File: src/rtl/dma_ib_frame_arbiter.sv
`default_nettype none
// ==== dma_ib_frame_arbiter: round-robin, frame-atomic sharing of the inbound DMA stream with stall watchdog ====
// ==== Rev 1.0                                                                                              ====
module dma_ib_frame_arbiter #(
  parameter int NUM_SRC     = 4,
  parameter int DATA_W      = 64,
  parameter int TIMEOUT_CYC = 4096
) (
  input  logic                      dmaClk,
  input  logic                      dmaRst,
  input  logic [NUM_SRC-1:0]        src_enable,
  input  logic [NUM_SRC-1:0]        src_valid,
  input  logic [NUM_SRC*DATA_W-1:0] src_data,
  input  logic [NUM_SRC-1:0]        src_last,
  output logic [NUM_SRC-1:0]        src_ready,
  output logic                      dma_valid,
  output logic [DATA_W-1:0]         dma_data,
  output logic                      dma_last,
  output logic [7:0]                dma_dest,
  output logic                      dma_err,
  input  logic                      dma_ready,
  output logic [2:0]                grant_idx,
  output logic                      busy,
  output logic [31:0]               frames_sent,
  output logic [15:0]               timeouts
);

  localparam int IDX_W = (NUM_SRC > 1) ? $clog2(NUM_SRC) : 1;
  localparam int WD_W  = $clog2(TIMEOUT_CYC + 1);

  localparam logic [IDX_W-1:0] LAST_IDX = IDX_W'(NUM_SRC - 1);
  localparam logic [WD_W-1:0]  WD_LIMIT = WD_W'(TIMEOUT_CYC - 1);

  localparam logic [1:0] ST_IDLE  = 2'd0;
  localparam logic [1:0] ST_XFER  = 2'd1;
  localparam logic [1:0] ST_TERM  = 2'd2;
  localparam logic [1:0] ST_FLUSH = 2'd3;

  logic [1:0]         state;
  logic [IDX_W-1:0]   grant;
  logic [IDX_W-1:0]   next_grant;
  logic [WD_W-1:0]    watchdog;
  logic [NUM_SRC-1:0] req;
  logic               found;
  logic               g_valid;
  logic               g_last;
  logic               wd_expired;

  assign req        = src_valid & src_enable;
  assign g_valid    = src_valid[grant];
  assign g_last     = src_last[grant];
  assign wd_expired = (watchdog == WD_LIMIT);
  assign busy       = (state != ST_IDLE);
  assign grant_idx  = 3'(grant);

  // Search starts one past the previous grant so every requester is served in turn.
  always_comb begin
    int cand;
    cand       = 0;
    next_grant = grant;
    found      = 1'b0;
    for (int k = 1; k <= NUM_SRC; k++) begin
      cand = int'(grant) + k;
      if (cand >= NUM_SRC) cand = cand - NUM_SRC;
      if (!found && req[cand]) begin
        next_grant = IDX_W'(cand);
        found      = 1'b1;
      end
    end
  end

  always_comb begin
    dma_valid = 1'b0;
    dma_data  = '0;
    dma_last  = 1'b0;
    dma_err   = 1'b0;
    dma_dest  = '0;
    src_ready = '0;
    case (state)
      ST_XFER: begin
        dma_valid        = g_valid;
        dma_data         = src_data[int'(grant)*DATA_W +: DATA_W];
        dma_last         = g_last;
        dma_dest         = 8'(grant);
        src_ready[grant] = dma_ready;
      end
      ST_TERM: begin
        dma_valid = 1'b1;
        dma_last  = 1'b1;
        dma_err   = 1'b1;
        dma_dest  = 8'(grant);
      end
      ST_FLUSH: begin
        src_ready[grant] = 1'b1;
      end
      default: ;
    endcase
  end

  always_ff @(posedge dmaClk) begin
    if (dmaRst) begin
      state       <= ST_IDLE;
      grant       <= LAST_IDX;
      watchdog    <= '0;
      frames_sent <= '0;
      timeouts    <= '0;
    end else begin
      case (state)
        ST_IDLE: begin
          watchdog <= '0;
          if (found) begin
            grant <= next_grant;
            state <= ST_XFER;
          end
        end
        ST_XFER: begin
          // A stalled-but-valid source is downstream backpressure, not a hang.
          if (g_valid && dma_ready) begin
            watchdog <= '0;
            if (g_last) begin
              frames_sent <= frames_sent + 32'd1;
              state       <= ST_IDLE;
            end
          end else if (!g_valid) begin
            if (wd_expired) begin
              watchdog <= '0;
              state    <= ST_TERM;
            end else begin
              watchdog <= watchdog + WD_W'(1);
            end
          end
        end
        ST_TERM: begin
          if (dma_ready) begin
            if (timeouts != 16'hFFFF) timeouts <= timeouts + 16'd1;
            watchdog <= '0;
            state    <= ST_FLUSH;
          end
        end
        ST_FLUSH: begin
          if (g_valid) begin
            watchdog <= '0;
            if (g_last) state <= ST_IDLE;
          end else if (wd_expired) begin
            watchdog <= '0;
            state    <= ST_IDLE;
          end else begin
            watchdog <= watchdog + WD_W'(1);
          end
        end
        default: state <= ST_IDLE;
      endcase
    end
  end

endmodule
`default_nettype wire

File: config.mk
export PLATFORM = sky130hd
export DESIGN_NAME = dma_ib_frame_arbiter
export DESIGN_NICKNAME = d
export VERILOG_FILES = /design/src/rtl/dma_ib_frame_arbiter.sv
export SDC_FILE = /design/constraint.sdc
export NUM_CORES = 1
export LEC_CHECK = 0
export CAP_MARGIN = 40
export CELL_PAD_IN_SITES_DETAIL_PLACEMENT = 0
export CELL_PAD_IN_SITES_GLOBAL_PLACEMENT = 2
export CORE_AREA = 5 5 155 157
export CTS_BUF_LIST = sky130_fd_sc_hd__clkbuf_2
export CTS_CLUSTER_DIAMETER = 100
export CTS_CLUSTER_SIZE = 10
export DETAILED_ROUTE_END_ITERATION = 8
export DIE_AREA = 0 0 160 162
export DONT_BUFFER_PORTS = 1
export HOLD_SLACK_MARGIN = 0.05
export PLACE_DENSITY_LB_ADDON = 0.05
export SLEW_MARGIN = 10
export SYNTH_ARGS = -nofsm -noshare
export SYNTH_HDL_FRONTEND = slang
export SYNTH_SLANG_ARGS = --single-unit
File: constraint.sdc
create_clock -name dmaClk -period 7.47 [get_ports dmaClk]
set_clock_uncertainty 0.15 [all_clocks]
set_input_delay 1.8675 -clock dmaClk [delete_from_list [all_inputs] [get_ports dmaClk]]
set_output_delay 1.8675 -clock dmaClk [all_outputs]
set_load 0.01 [all_outputs]
* Word level (Yosys, flattened, before mapping)
Index checks and enable logic that the tools add are counted.
Word-level totals: bits of input ports 271, register bits after elaboration 65, logic and storage cells 107
Operators by class: equal/unequal tests 10, add/subtract/negate cells 11, order comparisons 10, shift operators 1, bitwise operators 2, reduce and logical (&&, ||, !) cells 17, multiplexer cells 51
Operators with widths (count):
- $shiftx A256 B9 Y64 | 1
- $lt A32 B4 Y1 const B | 4
- $mux W32 | 4
- $mux W13 | 5
- $mux W64 | 1
- $pmux W13 S4 | 1
- $add A32 B1 Y32 const B | 1
- $mux W2 | 13
- $add A16 B1 Y16 const B | 1
- $mux W1 | 16
- $ne A16 B16 Y1 const B | 1
- $add A13 B1 Y13 const B | 1
- $eq A13 B12 Y1 const B | 1
- $bmux W1 S2 | 6
- $sub A3 B3 Y4 const B | 3
- $ge A3 B3 Y1 const B | 3
- $ne A3 B3 Y1 const B | 3
- $reduce_and A3 Y1 | 3
- $and A4 B4 Y4 | 2
- $pmux W2 S4 | 1
- $pmux W4 S2 | 1
- $add A2 B2 Y3 const B | 2
- $logic_and A1 B1 Y1 | 5
- $reduce_and A5 Y1 | 1
- 17 further kinds | 22

* Depth between registers and ports, before layout
word-level depth 18, mapped depth 10

* Worst setup path before layout
No wires, ideal clock.
kind input port to output port, from input src_valid[3], to output dma_valid, cell stages on the path 3, required time 5.452 ns, buffers on the path 0, path slack 2.819 ns, data arrival time 2.634 ns, cells stage by stage mux4_2 a21oi_1 nor2b_1
On the way: longest elaborated chain between the ends 3
RTL lines:
- start, declared | line 12 | input logic [NUM_SRC-1:0] src_valid,
- $bmux W1 S2 | line 50 | assign g_valid = src_valid[grant];
- $mux W1 (implied by the code) | line 50
- $pmux W1 S2 | line 79 | case (state)
- end, declared | line 16 | output logic dma_valid,
No other way between the ends. The select of a mux whose other input is x is not followed.

* Final worst setup path
from register grant[0], to output dma_data[1]
On the way: longest elaborated chain between the ends 2
RTL lines:
- start, declared | line 40 | logic [IDX_W-1:0] grant;
- start signal, assigned | line 112 | grant <= next_grant;
- $shiftx A256 B9 Y64 | line 82 | dma_data = src_data[int'(grant)*DATA_W +: DATA_W];
- $mux W64 | line 79
- end, declared | line 17 | output logic [DATA_W-1:0] dma_data,
No other way between the ends.

==> impl_metrics.yaml <==
clock_network:
  numCtsBuffers: 9
  cts_hold_repair.buffers: 0
  cts_sinks: 65
  cts.path.max_buffers: 2
  tritoncts: "yes"
  htreeDepth: 3
  clockRootBuffer: "clkbuf_2"
  cts_resized: 0
  post_cts_buffers: 0
  path_clk_slew_ns: 0.20
  clock_latency_ns: 0.56
setup_path:
  critPathLaunchType: "flip-flop"
  cp_slowest_stage_delay_ns: 0.72
  crit_fanout: 30
  cp_cell_sequence: "buf_4 > buf_12 > mux4_2 > and2_1"
  path_class: "flip-flop to primary output"
  crit_buf_inv: 2
  cp.arrival_ns: 2.85
  end_kind: "primary output"
  crit_family: "buffers and inverters"
  slowest_stage: "dfxtp_4"
  critPathRequiredTime_ns: 5.45
placed_design:
  dpl.hpwl_mm: 22.1
  io_buffers: 0
  dpl_cell_area_um2: 5780
  place_ws_ns: 2.61
  gp_congestion: 1.01
  dp_cells: 827
cells_and_area:
  drive_gt1_share_pct: 17.8
  mostFrequentLayoutCell: "and2_1"
  n_fill_cell: 2392
  area_growth_pct: 6.97
  final-instance-count-excl-fill: 857
  utilization_pct: 26.4
  design_area_um2: 5900
  final_cell_mix: "and2_1 (73), mux4_2 (67), dfxtp_1 (63)"
  final_net_count: 835
sta:
  fin_tns_setup_ns: 0
  fin_crit_ns: 4.87
  fmax_mhz: 205
  slew_headroom_pct: 57.9
  setup_viol: 0
  post-route-period-util_pct: 65.2
  final_hold_viol_count: 0
  slew_viol_final: 0
  rsz0062_at_grt: "no"
  worst_pin_slew_ns: 0.631
  setup_ws_ns: 2.60
detailed_routing:
  vias: 4800
  routedWlPerCell_um: 30.7
  vias_per_cell: 5.60
  drt_iter0_drc: 386
  ant_nets: 0
  wirelength_mm: 26.3
  dr.pass1.iters: 4
  drc_errors: 0
synth:
  synth_top_area_share_pct: 27.4
  synthTopCellsByArea: "mux4_2 (27%), dfxtp_1 (24%), and2_1 (8.3%)"
  yosysWarnings: 0
  netlist_area_um2: 5510
  synth-seq-cells: 65
  ys_async_sr_fraction_pct: 0
  avgSynthCellArea_um2: 9.59
  synth_top_cell_by_area: "mux4_2"
  syn_inst: 575
  yosysSeqAreaShare_pct: 23.6
  synth_edf_count: 0
  ys_types: 53
  synthFlopType: "dfxtp_1"
floorplan:
  fp.dieH_um: 162
  die_x_um: 160
  core_area_um2: 22400
  die_area_um2: 25900
  rows: 55
  ios: 402
  start_util_pct: 24.6
power:
  vdd_drop_max_uv: 109
  p_leak_nw: 1.91
  p_per_area_nw_per_um2: 251
grt:
  grt_pass1_vias: 4630
  antenna_found_initial: 31
  grt_pass1_wl_mm: 36.9
  overflow: 0
  track_usage_pct: 19.6
  grt_max_degree: 60
min_path:
  hp-class: "flip-flop to flip-flop"
outcome:
  status: "finished clean"
run:
  drv_cap: 0
-- sequential cells by signal, indices dropped and copies added (netlist names) --
register     flops
frames_sent     32
watchdog        13
state            2
timeouts        16
grant            2
-- synth_stat cells (3+ instances only) --
cell type	number
and2_1	73
mux4_2	67
dfxtp_1	65
nor2_1	47
nand2_1	30
clkbuf_1	22
a21oi_1	21
nand3_1	21
nand4_1	21
xor2_1	21
o21ai_0	20
xnor2_1	15
or3_1	14
buf_2	12
nor2b_1	12
ha_1	11
inv_1	11
and3_1	10
nor3_1	10
nor4_1	9
buf_4	8
and4_1	6
mux2_2	4
or4_1	4
a211oi_1	3
mux2i_1	3
nor3b_1	3
o31ai_1	3
-- area by class of cell --
| cell class | instances | area, um^2 | area share [%] |
|---|---|---|---|
| Multi-Input combinational cell | 461 | 3990 | 67.6 |
| Sequential cell | 65 | 1310 | 22.2 |
| Tap cell | 285 | 357 | 6.05 |
| Timing Repair Buffer | 5 | 86.3 | 1.46 |
| Clock buffer | 9 | 45.0 | 0.764 |
| Inverter | 11 | 41.3 | 0.700 |
| Antenna cell | 15 | 37.5 | 0.637 |
| Clock inverter | 6 | 36.3 | 0.615 |
-- worst reg2reg max path, delay by kind of cell, from the launching register on --
family	cells	cell delay, ns
buffers and inverters	2	0.37
AOI/OAI and AO/OA	3	0.57
adders and majority gates	1	0.61
and+or+nand+nor	2	0.79
DFF	1	0.37
-- routing by layer --
metal	wire [um]	track usage, %	vias up
li1	-	-	2117
met1	10400	23.1	2332
met2	11300	28.7	271
met3	3850	13.4	56
met4	588	5.32	24
met5	151	3.41	-
-- where the power goes --
group	switching (mW)	leakage, nW	total [mW]	internal (mW)
clock	0.149	0.0590	0.189	0.0404
combinational	0.434	1.32	0.858	0.424
sequential	0.0689	0.524	0.430	0.361
-- kinds of logic (layout without fill, tap and decap cells) --
logic type,Yosys count,count (layout),share of synthesized area [%]
AO/OA/AOI/OAI,63,63,7.24
XOR/XNOR,36,36,5.72
adder cells (fa/ha/maj),11,11,2.50
buffers and inverters,55,31,4.56
flip-flops,65,65,23.6
multiplexers,74,74,28.7
other,1,22,0.0680
AND/OR/NAND/NOR,270,270,27.6
-- stage by stage --
stage          hold slack (ns)  power [mW]
2_1_floorplan            0.301        1.12
3_3_place_gp             0.313        1.28
3_5_place_dp             0.311        1.31
4_1_cts                  0.336        1.50
5_1_grt                  0.364        1.59
6_report                 0.332        1.48
-- final timing paths --
check	start	endpoint	slack [ns]	cells after the start
worst max-delay path	grant[0]$_SDFFE_PP1P_	dma_data[1]	2.60	4
worst min-delay path	watchdog[12]$_SDFFE_PP0P_	watchdog[12]$_SDFFE_PP0P_	0.33	1
worst max register to register	state[1]$_SDFFE_PP0P_	watchdog[4]$_SDFFE_PP0P_	4.54	8
worst min register to register	watchdog[12]$_SDFFE_PP0P_	watchdog[12]$_SDFFE_PP0P_	0.33	1
(Power assumes the default switching activity.)
